### config.mk
export PLATFORM = sky130hd
export DESIGN_NAME = seq_adder
export DESIGN_NICKNAME = d
export VERILOG_FILES = /design/src/rtl/seq_adder.sv
export SDC_FILE = /design/constraint.sdc
export NUM_CORES = 1
export LEC_CHECK = 0
export CAP_MARGIN = 20
export CORE_UTILIZATION = 42
export DETAILED_ROUTE_END_ITERATION = 8
export GPL_ROUTABILITY_DRIVEN = 0
export PLACE_DENSITY = 0.68
export SYNTH_ARGS = -nofsm -noshare
export SYNTH_HDL_FRONTEND = slang
export SYNTH_SLANG_ARGS = --single-unit
### constraint.sdc
create_clock -name clk -period 6 [get_ports clk]
set_input_delay 1.8 -clock clk [delete_from_list [all_inputs] [get_ports clk]]
set_output_delay 1.8 -clock clk [all_outputs]
set_load 0.01 [all_outputs]
### src/rtl/seq_adder.sv
// Chunk-serial adder/subtractor: CHUNK bits per clock, ready/valid handshake on both sides.
// state | meaning -- IDLE: wait for operands | RUN: add one chunk per cycle | DONE: hold result until taken
module seq_adder #(
  parameter int WIDTH = 32,
  parameter int CHUNK = 8
) (
  input  logic             clk,
  input  logic             rst_n,
  input  logic             in_valid,
  output logic             in_ready,
  input  logic [WIDTH-1:0] a,
  input  logic [WIDTH-1:0] b,
  input  logic             c_in,
  input  logic             sub,
  output logic             out_valid,
  input  logic             out_ready,
  output logic [WIDTH-1:0] sum,
  output logic             c_out,
  output logic             ovf
);

  localparam int NCHUNK = WIDTH / CHUNK;
  localparam int IW     = (NCHUNK > 1) ? $clog2(NCHUNK) : 1;
  localparam logic [IW-1:0] LAST_IDX = IW'(NCHUNK - 1);

  typedef enum logic [1:0] {IDLE, RUN, DONE} state_t;

  state_t           r_state;
  state_t           w_next;
  logic [WIDTH-1:0] r_a;
  logic [WIDTH-1:0] r_b;
  logic             r_carry;
  logic [IW-1:0]    r_idx;
  logic [WIDTH-1:0] r_sum;
  logic             r_c_out;
  logic             r_ovf;

  logic [CHUNK-1:0] w_ca;
  logic [CHUNK-1:0] w_cb;
  logic [CHUNK:0]   w_csum;
  logic             w_last;
  logic             w_ovf;

  assign w_ca   = r_a[int'(r_idx) * CHUNK +: CHUNK];
  assign w_cb   = r_b[int'(r_idx) * CHUNK +: CHUNK];
  assign w_csum = {1'b0, w_ca} + {1'b0, w_cb} + {{CHUNK{1'b0}}, r_carry};
  assign w_last = (r_idx == LAST_IDX);
  // Same as carry-into-MSB xor carry-out-of-MSB, but valid for any CHUNK >= 1.
  assign w_ovf  = (w_ca[CHUNK-1] ~^ w_cb[CHUNK-1]) & (w_csum[CHUNK-1] ^ w_ca[CHUNK-1]);

  always_ff @(posedge clk or negedge rst_n) begin
    if (!rst_n) r_state <= IDLE;
    else        r_state <= w_next;
  end

  always_comb begin
    w_next = r_state;
    case (r_state)
      IDLE:    if (in_valid)  w_next = RUN;
      RUN:     if (w_last)    w_next = DONE;
      DONE:    if (out_ready) w_next = IDLE;
      default: w_next = IDLE;
    endcase
  end

  always_ff @(posedge clk or negedge rst_n) begin
    if (!rst_n) begin
      r_a     <= '0;
      r_b     <= '0;
      r_carry <= 1'b0;
      r_idx   <= '0;
      r_sum   <= '0;
      r_c_out <= 1'b0;
      r_ovf   <= 1'b0;
    end else begin
      case (r_state)
        IDLE: begin
          if (in_valid) begin
            // Subtraction is a + ~b + ~borrow, so invert both on the way in.
            r_a     <= a;
            r_b     <= sub ? ~b : b;
            r_carry <= sub ? ~c_in : c_in;
            r_idx   <= '0;
          end
        end
        RUN: begin
          r_sum[int'(r_idx) * CHUNK +: CHUNK] <= w_csum[CHUNK-1:0];
          r_carry <= w_csum[CHUNK];
          r_idx   <= r_idx + 1'b1;
          if (w_last) begin
            r_c_out <= w_csum[CHUNK];
            r_ovf   <= w_ovf;
          end
        end
        default: ;
      endcase
    end
  end

  assign in_ready  = (r_state == IDLE);
  assign out_valid = (r_state == DONE);
  assign sum       = r_sum;
  assign c_out     = r_c_out;
  assign ovf       = r_ovf;

endmodule

# After elaboration in Yosys (flattened, before gate mapping)
# Index checks and enable logic that the tools add are counted.
[word_totals]
ff_bits = 103
latch_bits = 0
ram_bits = 0
rom_bits = 0
in_bits = 70
out_inout_bits = 36
word_cells = 44
n_memories = 0
[op_classes]
add_sub_neg = 4
n_mul = 0
n_div = 0
n_lt_le_gt_ge = 0
n_eq_ne = 6
n_shift = 4
n_mux = 11
n_bitwise = 5
reduce_logical = 6
[ops]
columns = ["op", "n"]
rows = [
  ["32-bit by 6-bit variable part select with 8-bit output", 2],
  ["5-bit negation with 33-bit output", 1],
  ["8-bit by 33-bit variable shift with 32-bit output (first input constant)", 1],
  ["8-bit by 33-bit variable part select with 32-bit output", 1],
  ["32-bit bitwise mux", 1],
  ["32-bit 2-to-1 mux", 1],
  ["32-bit NOT", 1],
  ["8-bit by 8-bit adder with 9-bit output", 1],
  ["9-bit by 1-bit adder with 9-bit output", 1],
  ["2-bit 2-to-1 mux", 4],
  ["2-bit one-hot mux with 3 select lines", 1],
  ["2-bit AND reduction", 3],
  ["2-bit equality test (second input constant)", 2],
  ["2-bit != test (second input constant)", 2],
  ["2-bit one-hot mux with 2 select lines", 1],
  ["3-bit AND reduction", 1],
  ["2-bit by 1-bit adder with 2-bit output (second input constant)", 1],
  ["2-bit by 1-bit equality test with 1-bit output (second input constant)", 1],
  ["2-bit logical NOT", 1],
  ["1-bit 2-to-1 mux", 2],
  ["2-bit by 1-bit != test with 1-bit output (second input constant)", 1],
  ["1-bit one-hot mux with 2 select lines", 1],
  ["2-bit nonzero test", 1],
  ["1-bit bitwise AND", 1],
  ["other kinds (3)", 3],
]

# Longest topological paths before layout
[depth]
ltp_word = 5
depth_mapped = 9
depth_no_buf = 7

# Worst setup path before layout
# OpenSTA, ideal clock, no wires.
[synth_timing]
path_kind = "reg2reg"
from = "register r_idx[0]"
to = "register r_sum[14], in the netlist sum[14]"
setup_time_ns = 0.121
arrival_ns = 2.904
required_time_ns = 5.879
path_slack_ns = 2.975
stages_incl_launch_ff = 9
path_buffers = 1
period_less_slack_ns = 3.025
path_cell_list = "dfrtp_1 buf_2 mux4_2 fa_1 fa_1 a21o_1 a221oi_2 xnor2_1 a22o_1"
[synth_between]
elab_chain_cells = 5
elab_cells_between_ends = 8
classes_between = "3 x add/sub; 4 x shift; 1 x mux"
[synth_lines]
columns = ["element", "line", "rtl"]
rows = [
  ["start, declared", "33", "logic [IW-1:0] r_idx;"],
  ["start signal, assigned", "89", "r_idx <= r_idx + 1'b1;"],
  ["32-bit by 6-bit variable part select with 8-bit output, on equally long branches", "44, 45", ""],
  ["8-bit by 8-bit adder with 9-bit output", "46", "assign w_csum = {1'b0, w_ca} + {1'b0, w_cb} + {{CHUNK{1'b0}}, r_carry};"],
  ["9-bit by 1-bit adder with 9-bit output", "46", ""],
  ["8-bit by 33-bit variable part select with 32-bit output", "87", "r_sum[int'(r_idx) * CHUNK +: CHUNK] <= w_csum[CHUNK-1:0];"],
  ["32-bit bitwise mux *", "87", ""],
  ["end signal, assigned by index", "87", ""],
  ["end, declared", "34", "logic [WIDTH-1:0] r_sum;"],
]
# Mark *: on every way between the ends. The rest lies on a longest branch, timed or not.
# A chain may end at the register's enable or synchronous reset.

# Worst setup path after layout
[layout_timing]
from = "register r_state[0]"
to = "output in_ready"
[layout_between]
elab_chain_cells = 1
[layout_lines]
columns = ["element", "line", "rtl"]
rows = [
  ["start, declared", "28", "state_t r_state;"],
  ["start signal, assigned", "53", "else r_state <= w_next;"],
  ["2-bit logical NOT", "100", "assign in_ready = (r_state == IDLE);"],
  ["end, declared", "10", "output logic in_ready,"],
]
# No other way between the ends.

==> summary.txt <==
Ports: 106
Ant diodes: 0
Wirelength per Cell: 15.6 microns
Drt via density: 5.17
Core Rows: 39
Worst-path cell chain: nor2_1 > clkdlybuf4s50_1
Worst Hold Class: reg2reg
CP top delay family: buffers and inverters
RSZ-0062 raised after global routing: no
TritonCTS clock tree: done
Slew @ Worst Pin: 0.964 ns
Clock Latency Late Sink: 0.34 ns
Clock transition at path regs: 0.07 ns
Final Cycle Share: 58.3%
DR iter-0 viols: 177
DIE AREA: 0.0123 sq mm
Post-synth ARST share: 100%
CTS Buf Count: 9
Setup Buffers After CTS: 0
Post-synth EDFFs: 0
Net count, final: 635
Largest net degree at the start of global routing: 64
Detail Placement HPWL: 8210 microns
Top-count cell post-synth: nand2_1
Post-Syn Area: 0.00497 sq mm
Slowest CP cell: clkdlybuf4s50_1
DRT Pass-1 Iters: 4
Max Cap Viol: 0
Sequential element share of the synthesized area: 51.9%
PortBufs: 105
Peak VDD IR: 252 uV
Buf/Inv on CP: 1
Chip height: 111 microns
CTS H-tree lvls: 3
Via count: 3,606
Worst setup path class: reg2out
Post-layout util: 56.0%
# fillers: 991
PwrDens: 556 mW/mm^2
Required time worst endpoint: 4.20 ns
Share of cells above drive strength 1: 9.73%
Detail Route Antenna Nets: 0
Core Box Area: 0.0115 sq mm
Syn avg cell area: 10.9 sq um
Fin. Hold Viols: 0
Die width: 111 microns
Max incr delay on CP: 0.59 ns
Vias in the first global route: 3,587
Yosys warns: 0
Mapped Cells: 454
Post-synth top cells: nand2_1 (141), dfrtp_1 (103), o21ai_0 (36), xnor2_1 (35), a22o_1 (20)
Ys flop type: dfrtp_1
Unique masters post-synth: 43
CP Max Fanout: 8
CP arrival: 1.70 ns
Gates resized, CTS repair: 0
Slew headroom: 35.7%
Initial antenna violation count: 0
Critical Path End Type: primary output
Top cell type's share of synthesized area: 51.9%
Post-Syn Nets: 539
Clock skew: 0.00614 ns
Lkg Pwr: 2.87 nW
Grt ovf: 0
First-pass GRT wire length: 17,900 microns
Synth-to-Final Area Change: 29.1%
Clk sink count: 103
Setup-failing EPs final: 0
Synth area leaders: dfrtp_1 (52%), nand2_1 (11%), mux4_2 (7.3%)
Final setup TNS: 0 ns
CP Launch Type: flip-flop
Fmax: 286 MHz
Area leader, netlist: dfrtp_1
Tmin final: 3.50 ns
Final WL: 10,900 microns
Starting density of the core: 43.3%
Outcome: finished, final reports clean
DRC errors left: 0
Yosys reg bits: 103
WHS: 0.471 ns
Hold_buf cts: 0
Slew Viols, Final: 0
Maximum buffer depth of the clock tree: 2
Clock Tree Root: clkbuf_16
All-Layer GR Usage: 18.3%
-- registers in the layout (all words and copies together), names as in the netlist --
register / flops
r_carry: 1
r_idx: 2
r_a: 32
r_b: 32
ovf: 1
r_state: 2
sum: 32
c_out: 1
-- cell families (layout without fill, tap and decap cells) --
| group | Yosys count | in the layout | share of synthesized area [%] |
|---|---|---|---|
| xor+xnor | 37 | 37 | 6.52 |
| simple gates | 165 | 165 | 15.1 |
| fa+ha+maj | 15 | 15 | 4.08 |
| compound gates | 87 | 87 | 12.2 |
| flops | 103 | 103 | 51.9 |
| buf+inv | 30 | 131 | 2.85 |
| mux | 17 | 17 | 7.45 |
-- path summary, 6_finish.rpt --
path | startpoint | endpoint | slack, ns | cells after the start
setup / recovery | r_state[0] | in_ready | 2.50 | 2
hold / removal | r_a[25] | r_a[25] | 0.47 | 2
setup reg to reg | r_idx[0] | sum[22] | 2.53 | 8
hold reg to reg | r_a[25] | r_a[25] | 0.47 | 2
max in group asynchronous | rst_n | c_out | 3.44 | 2
min in group asynchronous | rst_n | r_a[10] | 1.54 | 1
-- stage by stage --
| stage | setup WS, ns | total power, mW | instances | cell area (sq um) |
|---|---|---|---|---|
| global placement | 2.34 | 2.94 | 681 | 6100 |
| floorplan | 2.98 | 2.42 | 454 | 4970 |
| global route | 2.34 | 3.82 | 698 | 6420 |
| detailed placement | 2.29 | 3.01 | 681 | 6100 |
| CTS | 2.49 | 3.58 | 697 | 6390 |
| finish | 2.50 | 3.56 | 698 | 6420 |
-- cells in the final DEF (no fill, tap or decap), types with 2 or more instances in the layout --
master	instances
nand2_1	140
dfrtp_1	103
clkdlybuf4s50_1	103
o21ai_0	36
xnor2_1	35
a22o_1	20
mux4_2	16
ha_1	13
clkbuf_16	9
a32o_1	8
inv_1	5
o31ai_1	5
nand2_2	4
a21oi_1	4
o21ai_1	4
buf_4	4
nand3_1	3
inv_6	3
nor2_1	2
or3_1	2
nor2_4	2
a21o_1	2
xor2_1	2
nand3b_4	2
nor4b_4	2
fa_1	2
clkbuf_8	2
-- power by group --
part | internal (mW) | switching (mW) | leakage [nW]
Combinational | 0.808 | 1.00 | 1.40
Sequential | 0.984 | 0.205 | 1.32
Clock | 0.308 | 0.255 | 0.143
Total | 2.10 | 1.46 | 2.87
-- tightest hold or removal path, delay by kind of cell (launching register included) --
kind | cells | cell delay, ns
flip-flops | 1 | 0.34
AND/OR/NAND/NOR | 2 | 0.10
-- final cells by class --
type                       count  area [sq um]  share of cell area, %
sequential                   103          2580                   40.2
multi-input combinational    321          2250                   35.1
timing repair buffer         109          1090                   17.0
clock buffer                  11           253                   3.94
tap                          143           179                   2.79
clock inverter                 5          38.8                  0.604
inverter                       6          22.5                  0.351
-- layer usage --
metal / global-route usage [%] / vias to the layer above / share of wire, %
met5: 0 / - / 0
met4: 5.51 / 0 / 1.2
met3: 2.62 / 12 / 3.0
met2: 32.1 / 78 / 51
met1: 23.6 / 1765 / 45
li1: - / 1751 / -
No activity file was read; power rests on OpenSTA's default activity.
